### src/rtl/task3_pkg.sv
// ---------------------------------------------------------------------------
// task3_pkg
// Shared definitions for the task3 serial link (transmitter and receiver).
//   - link FSM state encoding
//   - line-level constants (start, stop, idle levels)
//   - default payload width
//   - parity helper used by task3_parity
// No ports (package).
// ---------------------------------------------------------------------------
package task3_pkg;

  localparam int DEFAULT_DATA_W = 32;

  localparam logic START_BIT  = 1'b1;
  localparam logic STOP_BIT   = 1'b0;
  localparam logic IDLE_LEVEL = 1'b0;

  typedef enum logic [1:0] {
    IDLE   = 2'd0,
    DATA   = 2'd1,
    PARITY = 2'd2,
    STOP   = 2'd3
  } state_t;

  // Parity bit that makes XOR(data, parity) equal to the odd flag.
  function automatic logic calc_parity(input logic reduced_xor, input logic odd);
    return reduced_xor ^ odd;
  endfunction

endpackage

### src/rtl/task3_parity.sv
// ---------------------------------------------------------------------------
// task3_parity
// Combinational parity generator shared by the task3 transmitter and receiver.
// Ports:
//   data   in  DATA_W  word to protect
//   parity out 1       parity bit to send / expect with this word
// PARITY_ODD = 0 gives even parity, 1 gives odd parity.
// ---------------------------------------------------------------------------
module task3_parity
  import task3_pkg::*;
#(
  parameter int DATA_W     = DEFAULT_DATA_W,
  parameter int PARITY_ODD = 0
) (
  input  logic [DATA_W-1:0] data,
  output logic              parity
);

  localparam logic ODD_FLAG = (PARITY_ODD != 0) ? 1'b1 : 1'b0;

  assign parity = calc_parity(^data, ODD_FLAG);

endmodule

### src/rtl/task3_rx.sv
// ---------------------------------------------------------------------------
// task3_rx
// Serial receiver for the task3 link. One bit is sampled per clock; a frame is
// start(1), DATA_W data bits LSB first, parity, stop(0).
// Ports:
//   clock       in   1       system clock, rising edge
//   reset_n     in   1       asynchronous active-low reset
//   serial_in   in   1       line from the transmitter
//   data_out    out  DATA_W  last word received with a good stop bit
//   valid       out  1       one-cycle pulse, data_out just updated
//   parity_err  out  1       one-cycle pulse with valid on parity mismatch
//   frame_err   out  1       one-cycle pulse when the stop bit is 1
//   busy        out  1       high while a frame is in progress
// ---------------------------------------------------------------------------
module task3_rx
  import task3_pkg::*;
#(
  parameter int DATA_W     = DEFAULT_DATA_W,
  parameter int PARITY_ODD = 0
) (
  input  logic              clock,
  input  logic              reset_n,
  input  logic              serial_in,
  output logic [DATA_W-1:0] data_out,
  output logic              valid,
  output logic              parity_err,
  output logic              frame_err,
  output logic              busy
);

  localparam int CNT_W = $clog2(DATA_W) + 1;
  localparam logic [CNT_W-1:0] LAST_BIT = CNT_W'(DATA_W - 1);

  state_t             state_r;
  state_t             next_state_s;
  logic [CNT_W-1:0]   cnt_r;
  logic [DATA_W-1:0]  shift_r;
  logic               parity_bit_r;
  logic               exp_parity_s;

  logic               load_s;
  logic               valid_s;
  logic               perr_s;
  logic               ferr_s;
  logic               busy_s;

  logic [DATA_W-1:0]  data_r;
  logic               valid_r;
  logic               perr_r;
  logic               ferr_r;
  logic               busy_r;

  // Expected parity of the assembled word; shift_r is complete by STOP.
  task3_parity #(
    .DATA_W     (DATA_W),
    .PARITY_ODD (PARITY_ODD)
  ) u_parity (
    .data   (shift_r),
    .parity (exp_parity_s)
  );

  // State register.
  always_ff @(posedge clock or negedge reset_n) begin
    if (!reset_n) begin
      state_r <= IDLE;
    end else begin
      state_r <= next_state_s;
    end
  end

  // Next-state logic. A 1 seen in STOP is a frame error, not a new start.
  always_comb begin
    next_state_s = state_r;
    case (state_r)
      IDLE: begin
        if (serial_in == START_BIT) begin
          next_state_s = DATA;
        end else begin
          next_state_s = IDLE;
        end
      end
      DATA: begin
        if (cnt_r == LAST_BIT) begin
          next_state_s = PARITY;
        end else begin
          next_state_s = DATA;
        end
      end
      PARITY:  next_state_s = STOP;
      STOP:    next_state_s = IDLE;
      default: next_state_s = IDLE;
    endcase
  end

  // Output decode; results are registered on the stop-bit edge.
  always_comb begin
    load_s  = 1'b0;
    valid_s = 1'b0;
    perr_s  = 1'b0;
    ferr_s  = 1'b0;
    if (state_r == STOP) begin
      if (serial_in == STOP_BIT) begin
        load_s  = 1'b1;
        valid_s = 1'b1;
        perr_s  = (exp_parity_s != parity_bit_r);
      end else begin
        ferr_s  = 1'b1;
      end
    end else begin
      load_s  = 1'b0;
    end
    // Registering next_state != IDLE makes busy track state != IDLE.
    busy_s = (next_state_s != IDLE);
  end

  // Bit counter, right-shifting deserializer and parity capture.
  always_ff @(posedge clock or negedge reset_n) begin
    if (!reset_n) begin
      cnt_r        <= '0;
      shift_r      <= '0;
      parity_bit_r <= 1'b0;
    end else begin
      case (state_r)
        IDLE: begin
          if (serial_in == START_BIT) begin
            cnt_r <= '0;
          end
        end
        DATA: begin
          // LSB arrives first, so after DATA_W shifts it sits in bit 0.
          shift_r <= {serial_in, shift_r[DATA_W-1:1]};
          cnt_r   <= cnt_r + CNT_W'(1);
        end
        PARITY: begin
          parity_bit_r <= serial_in;
        end
        default: begin
          cnt_r <= cnt_r;
        end
      endcase
    end
  end

  // Registered outputs; data_out only changes on a good stop bit.
  always_ff @(posedge clock or negedge reset_n) begin
    if (!reset_n) begin
      data_r  <= '0;
      valid_r <= 1'b0;
      perr_r  <= 1'b0;
      ferr_r  <= 1'b0;
      busy_r  <= 1'b0;
    end else begin
      if (load_s) begin
        data_r <= shift_r;
      end
      valid_r <= valid_s;
      perr_r  <= perr_s;
      ferr_r  <= ferr_s;
      busy_r  <= busy_s;
    end
  end

  assign data_out   = data_r;
  assign valid      = valid_r;
  assign parity_err = perr_r;
  assign frame_err  = ferr_r;
  assign busy       = busy_r;

endmodule
### config.mk
export PLATFORM = sky130hd
export DESIGN_NAME = task3_rx
export DESIGN_NICKNAME = d
export VERILOG_FILES = /design/src/rtl/task3_pkg.sv /design/src/rtl/task3_parity.sv /design/src/rtl/task3_rx.sv
export SDC_FILE = /design/constraint.sdc
export NUM_CORES = 1
export LEC_CHECK = 0
export ABC_CLOCK_PERIOD_IN_PS = 1400
export CORE_MARGIN = 1
export CORE_UTILIZATION = 50
export DETAILED_ROUTE_END_ITERATION = 6
export HOLD_SLACK_MARGIN = 0.1
export PLACE_DENSITY = 0.81
export SLEW_MARGIN = 20
export SYNTH_ARGS = -nofsm -noshare
export SYNTH_HDL_FRONTEND = slang
export SYNTH_SLANG_ARGS = --single-unit
### constraint.sdc
create_clock -name clock -period 1.4 [get_ports clock]
set_input_delay 0.28 -clock clock [delete_from_list [all_inputs] [get_ports clock]]
set_output_delay 0.28 -clock clock [all_outputs]
set_load 0.01 [all_outputs]
After elaboration in Yosys (flattened, before gate mapping) --
Cells that the tools add are included.
Word-level totals: flip-flop bits (word level) 77, input port bits 3, output and inout port bits 36, logic and storage cells 32
Cells by class: add/sub/neg operators 1, equal/unequal tests 6, mux-type cells 11, reductions and logical operators 5
Operator list (count):
- parity 32 bit | 1
- case mux 6 bit (2 select lines) | 1
- case mux 2 bit (4 select lines) | 1
- two-way mux 1 bit | 7
- adder 6 x 1 -> 6 bit (second input constant) | 1
- equality test 6 x 5 -> 1 bit (second input constant) | 1
- two-way mux 6 bit | 1
- equality test 2 bit (second input constant) | 2
- nonzero test 2 bit | 2
- equality test 2 x 1 -> 1 bit (second input constant) | 1
- logical NOT 2 bit | 1
- two-way mux 2 bit | 1
- != test 2 bit (second input constant) | 1
- AND reduction 2 bit | 1
- != test 1 bit | 1

Longest topological paths before layout --
Gate-level depths: netlist of the first run.
word-level depth 4, gate-level depth with buffers 7, depth with buffers taken out 5

By module --
A second synthesis of the first run with hierarchy kept.
Second synthesis, totals: cell total of the unflattened synthesis 282, area, all modules 3350.7 µm²
By module, submodules not included:
- task3_rx | instances 1, cells an instance 251, area an instance 3079.2 µm², sequential area each 1926.8 µm²
- task3_parity | instances 1, cells an instance 31, area an instance 271.5 µm², sequential area each 0.0 µm²

Worst setup path after synthesis of the first run --
OpenSTA, ideal clock, no wires.
path type register to register, start point reg shift_r[8], end point reg perr_r, in the netlist parity_err, library setup time 0.123 ns, arrival 1.394 ns, data required time 1.277 ns, path slack -0.116 ns, stages on the path, launching flop included 6, buffers on the path 0, clock period less this slack 1.516 ns, path through dfrtp_1 > xor2_1 > xnor2_1 > xnor2_2 > xnor3_1 > mux2i_1
Between the ends: longest elaborated chain between the ends 4
RTL lines:
- start: declaration | line task3_rx.sv:37 | logic [DATA_W-1:0] shift_r;
- start signal: assignment | line task3_rx.sv:131 | shift_r <= {serial_in, shift_r[DATA_W-1:1]};
- parity 32 bit | line task3_parity.sv:21 | assign parity = calc_parity(^data, ODD_FLAG);
- != test 1 bit | line task3_rx.sv:105 | perr_s = (exp_parity_s != parity_bit_r);
- two-way mux 1 bit | line task3_rx.sv:102 | if (serial_in == STOP_BIT) begin
- two-way mux 1 bit | line task3_rx.sv:101 | if (state_r == STOP) begin
- net perr_s | line task3_rx.sv:43 | logic perr_s;
- end signal: assignment | line task3_rx.sv:157 | perr_r <= perr_s;
- end: declaration | line task3_rx.sv:49 | logic perr_r;
The timed path passes the listed nets, and every way through them passes these cells. A chain may end at the register's enable or synchronous reset.

Worst setup path after layout of the first run --
Ends and elaborated chain as after synthesis.

==> metrics.txt, run 1 <==
Port Buffer Count 38; initial antenna violation count 0; critical path capture point type flip-flop; Initial Utilization 53.3%; Final ANT Viol Nets 0; Layout Utilization 69.5%; clock root buffer clkbuf_8; crit-path cells xor2_1 > xnor2_2 > xnor2_2 > xnor3_1 > mux2i_1; # diodes 0; Worst-Margin Slew 395 ps; DIE HEIGHT 82.4 um; WL final 6520 um; vias in the first global route 2507; final worst slack -242 ps; crit path buf inv count 0; Clock Skew 5.88 ps; # fillers 472; Clock Sinks 77; Post-synth top flop dfrtp_1; Mapped Nets 356; Pwr Total 6.73 mW; failing checks setup timing; IO Count 39; Power Density 1600 mW/mm^2; Layout Cells excl Fill 509; Top cell by count, worst path xnor2_2; CTS tree built; setup TNS -242 ps; Yosys cell types 28; number of synthesized flops with an enable pin 0; GP Congestion 0.750; worst hold path type flip-flop to flip-flop; asr flop ratio synth 100%; DRC viols 0; max_slew headroom 73.7%; vias 2514; share of layout cells above drive strength 1 15.7%; Worst VDD drop 903 uV; Critical Path Max Stage Delay 440 ps; largest net degree at the start of global routing 78; nets 433; RSZ-0062 raised after global routing true; critical path's slowest cell xnor3_1; f_max 609 MHz; Initial DRC Count 151; Final Hold Viols 0; Congestion Overflow GR 0; Placement Setup Slack -231 ps; post-DP HPWL 4160 um; Die Width 82.4 um; Pleak 2.30 nW; Worst path top cell family by delay XOR/XNOR gates; status finished with violations; crit path kind flip-flop to flip-flop; Synth Instances 352; max-slew violation count 0; first-pass GRT wire length 11000 um; Core ar. 0.00606 mm^2; post-synthesis sequential area ratio 59.7%; H-tree levels 3; Setup-failing EPs final 1; DIE AREA 0.00678 mm^2; Area growth syn-to-layout 30.5%; Crit path arrival time 1890 ps; Cells after DPL 490; drt pass-1 iters 4; Longest Clk Path Bufs 2; fin crit period 1640 ps; Synth Area per Inst 9.17 um^2; crit path launch type flip-flop; cts bufs inserted 9; Yosys reg bits 77; Reg clk slew, reported paths 70 ps; Synthesis Warnings 0; CP required 1650 ps; DR vias/cell 4.94; Max Cap Viol 0; CP max FO 2; total track usage 22.0%; Netlist Area Pre-Place 0.00323 mm^2; Final period util 117%; worst skew pair latency 360 ps; per-cell routed wire length 12.8 um; row count 28
## final timing paths
kind,from,endpoint,slack (ps),depth (start not counted)
setup / recovery,shift_r[8],parity_err,-240,5
min in group asynchronous,reset_n,data_out[25],480,3
setup reg to reg,shift_r[8],parity_err,-240,5
max in group asynchronous,reset_n,shift_r[8],620,3
hold / removal,data_out[8],data_out[8],470,2
hold reg to reg,data_out[8],data_out[8],470,2
## metrics by stage
step	cell area (um^2)	hold slack, ps
floorplan	3230	-15.6
finish	4210	473
global route	4210	497
detailed placement	3990	329
CTS	4160	477
global placement	3990	324
## cells by family (layout without fill, tap and decap cells)
family	after synthesis	count (layout)	share of synthesized area [%]
compound gates	11	11	2.33
xor+xnor	29	29	8.95
fa+ha+maj	1	1	0.388
buf+inv	18	100	2.09
flops	77	77	59.7
mux	3	3	1.01
simple gates	213	213	25.5
## timing repair
| action | 4_1_cts | 5_1_grt |
|---|---|---|
| setup buffers | 1 | 1 |
| resized for setup | 37 | 7 |
| endpoints found under the setup margin | 37 | 27 |
| hold endpoints to repair | 77 | 0 |
| hold buffers | 1 | 0 |
| pin swaps | 2 | 5 |
## tightest hold or removal path, cell delays in order, from the launching register on
cell and delay [ps]:
dfrtp_1 340, nand2_1 50, nand2_1 50
## placed cells by master, fill, tap and decap left out, types with 2 or more instances in the layout
cell type / Yosys / final
nor2_1: 3 / 3
clkbuf_8: 0 / 13
nand4_1: 2 / 2
nand2b_1: 2 / 2
buf_6: 0 / 2
xnor2_1: 25 / 20
xnor3_1: 2 / 2
o21ai_0: 3 / 3
xnor2_2: 1 / 6
nand3_1: 2 / 2
buf_12: 0 / 3
mux2_2: 2 / 2
a22o_1: 2 / 2
clkbuf_1: 17 / 3
dfrtp_1: 77 / 77
buf_4: 0 / 40
nand2_1: 198 / 198
nor3_1: 2 / 2
dlygate4sd2_1: 0 / 36
## layer usage
metal	routed length [um]	global-route usage (%)
met5	0	0
met4	119	9.47
met3	293	6.04
met2	3160	35.9
met1	2940	27.5
## state kept, by name (all words and copies together), names as in the netlist
signal / flops
shift_r: 32
cnt_r: 6
frame_err: 1
busy: 1
state_r: 2
parity_bit_r: 1
valid: 1
parity_err: 1
data_out: 32
## Yosys cell counts (all sizes together), types with 3 or more instances
master | n | area (um^2)
dfrtp | 77 | 1930
nor2 | 3 | 11.3
xnor2 | 26 | 235
o21ai | 3 | 15.0
nand2 | 198 | 743
clkbuf | 17 | 63.8
## power by group
group / leakage, nW / total, mW / switching (mW) / internal [mW]
Sequential: 0.980 / 2.77 / 0.243 / 2.53
Combinational: 1.22 / 2.35 / 0.972 / 1.38
Clock: 0.0970 / 1.61 / 0.771 / 0.842
## final cells by class
type / instances / area (um^2) / share of cell area, %
clock buffers: 16 / 190 / 4.52
inverters: 1 / 3.75 / 0.0891
multi-input cells: 257 / 1280 / 30.4
flip-flops and latches: 77 / 1930 / 45.8
well taps: 75 / 93.8 / 2.23
repair buffers: 83 / 718 / 17.1
Power figures use the tool's default switching activity.
==> run 2: changes to the inputs <==
- SKIP_CTS_REPAIR_TIMING: not set -> 1
==> run 2 against run 1 <==
Compared with the run above: non-clock buffer count did not move; worst setup slack got worse by 50 ps; hold slack barely moved; clock-buffer cell count unchanged; flip-flop and latch count unchanged; via count up 1.2%; critical path depth stayed put; sequential power about the same; first-iteration DRC count increased by 17%; wire length grew 2.3%; clock power hardly changed; the flow still finishes with violations (setup timing).
==> metrics.txt, run 2 (synthesized netlist as in run 1, its figures left out) <==
# diodes 0 (unchanged); Final period util 121% (+3.6 points); crit path kind flip-flop to flip-flop; largest net degree at the start of global routing 78 (unchanged); vias 2543 (+1.2%); Power Density 1540 mW/mm^2 (-3.6%); setup TNS -293 ps (-50.1 ps); max_slew headroom 73.7% (about the same); Reg clk slew, reported paths 70 ps (about the same); Clock Sinks 77 (unchanged); CP max FO 2 (unchanged); cts bufs inserted 9 (unchanged); commonest non-fill, non-tap cells in the layout 198 x nand2_1, 77 x dfrtp_1, 41 x buf_4; critical path capture point type flip-flop; worst r2r src shift_r[20]; Setup-failing EPs final 1 (unchanged); Clock Skew 6.51 ps (+0.630 ps); Pleak 2.69 nW (+17%); internal power 4.76 mW (+0.14%); Congestion Overflow GR 0 (unchanged); CP required 1670 ps (+20 ps); CTS tree built; Critical Path Start shift_r[20]; DIE AREA 0.00678 mm^2 (unchanged); Finished Cell Area 0.00435 mm^2 (+3.3%); Placed Area 0.00399 mm^2 (unchanged); RSZ-0062 raised after global routing true; # fillers 441 (-6.6%); Worst-Margin Slew 394 ps (-0.774 ps); Placement Setup Slack -231 ps (unchanged); Initial DRC Count 177 (+17%); DRC viols 0 (unchanged); H-tree levels 3 (unchanged); Clk pwr share 23.9% (about the same); Die Width 82.4 um (unchanged); Longest Clk Path Bufs 2 (unchanged); worst hold path type flip-flop to flip-flop; initial antenna violation count 0 (unchanged); first-pass GRT wire length 10800 um (-2.0%); share of layout cells above drive strength 1 15.9% (+0.23 points); IO Count 39 (unchanged); Reg power frac 41.5% (+0.3 points); clock root buffer clkbuf_8; status finished with violations; commonest non-fill, non-tap cell in the layout nand2_1; crit-path cells xnor2_2 > xnor2_1 > xnor3_1 > or2_1 > mux2i_1; crit path launch type flip-flop; f_max 591 MHz (-3.0%); Layout Cells excl Fill 509 (unchanged); per-cell routed wire length 13.1 um (+2.3%); Cells after DPL 490 (unchanged); Combinational Power Share 34.6% (-0.3 points); vias in the first global route 2444 (-2.5%); Final Hold Viols 0 (unchanged); Area growth syn-to-layout 34.8%; Worst path top cell family by delay XOR/XNOR gates; worst r2r path cells 5 (unchanged); WL final 6660 um (+2.3%); nets 433 (unchanged); Worst VDD drop 859 uV (-4.8%); Max Cap Viol 0 (unchanged); hold slack 472 ps (-0.455 ps); max-slew violation count 0 (unchanged); Crit path arrival time 1960 ps (+70 ps); sw frac 29.1% (-0.39 points); failing checks setup timing; DIE HEIGHT 82.4 um (unchanged); Net Switching 1.95 mW (-1.7%); hold path depth 2 (unchanged); GP Congestion 0.750 (unchanged); DR vias/cell 5.00 (+1.2%); drt pass-1 iters 4 (unchanged); crit path buf inv count 0 (unchanged); Initial Utilization 53.3% (unchanged); fin crit period 1690 ps (+50.1 ps); post-DP HPWL 4160 um (unchanged); Final ANT Viol Nets 0 (unchanged); Critical Path Max Stage Delay 440 ps (about the same); worst skew pair latency 360 ps (about the same); Core ar. 0.00606 mm^2 (unchanged); row count 28 (unchanged); cell count along the critical path 5 (unchanged); Port Buffer Count 38 (unchanged); total track usage 21.5% (-0.46 points); HP Start data_out[8]; critical path's slowest cell xnor3_1; final worst slack -293 ps (-50.1 ps)
[run 2: cell types whose count changed in the layout (fill, tap and decap cells not counted)]
cell | previous run | this run
buf_6 | 2 | 1
xnor2_1 | 20 | 19
buf_4 | 40 | 41
xnor2_2 | 6 | 7
dlygate4sd2_1 | 36 | 0
dlymetal6s2s_1 | 0 | 36
[run 2: worst reg2reg max path, delay by kind of cell, from the launching register on]
family	cells	cell delay [ps]
xor+xnor	3	770
flops	1	420
mux	1	180
simple gates	1	250
[run 2: power groups by stage]
stage	Combinational, mW	Sequential (mW)	Clock (mW)
6_report	2.32	2.78	1.60
5_1_grt	2.52	2.82	1.72
4_1_cts	2.14	2.76	1.63
3_5_place_dp	2.12	2.80	0
3_3_place_gp	2.06	2.78	0
2_1_floorplan	1.33	2.85	0
[run 2: final timing paths]
kind                                endpoint  slack (ps)
min in group asynchronous       data_out[31]         490
worst max-delay path              parity_err        -290
worst min register to register   data_out[8]         470
worst max register to register    parity_err        -290
max in group asynchronous         shift_r[8]         610
worst min-delay path             data_out[8]         470
[run 2: layout make-up]
type                       count  area, um^2  area share (%)
sequential                    77        1930            44.3
timing repair buffer          83         850            19.5
clock buffer                  16         190            4.37
multi-input combinational    257        1290            29.6
inverter                       1        3.75          0.0863
tap                           75        93.8            2.16
[run 2: metal layers]
layer  share of wire, %  GRT usage, %
met1                 45          27.6
met3                5.2          5.93
met5                  0             0
met2                 48          34.7
met4                1.8          8.42
[run 2: metrics by stage]
stage	power, mW	utilization, %
after floorplan	4.18	-
after global placement	4.84	65.9
after detailed placement	4.92	65.9
after CTS	6.53	69.0
after global routing	7.06	71.8
final	6.71	71.8
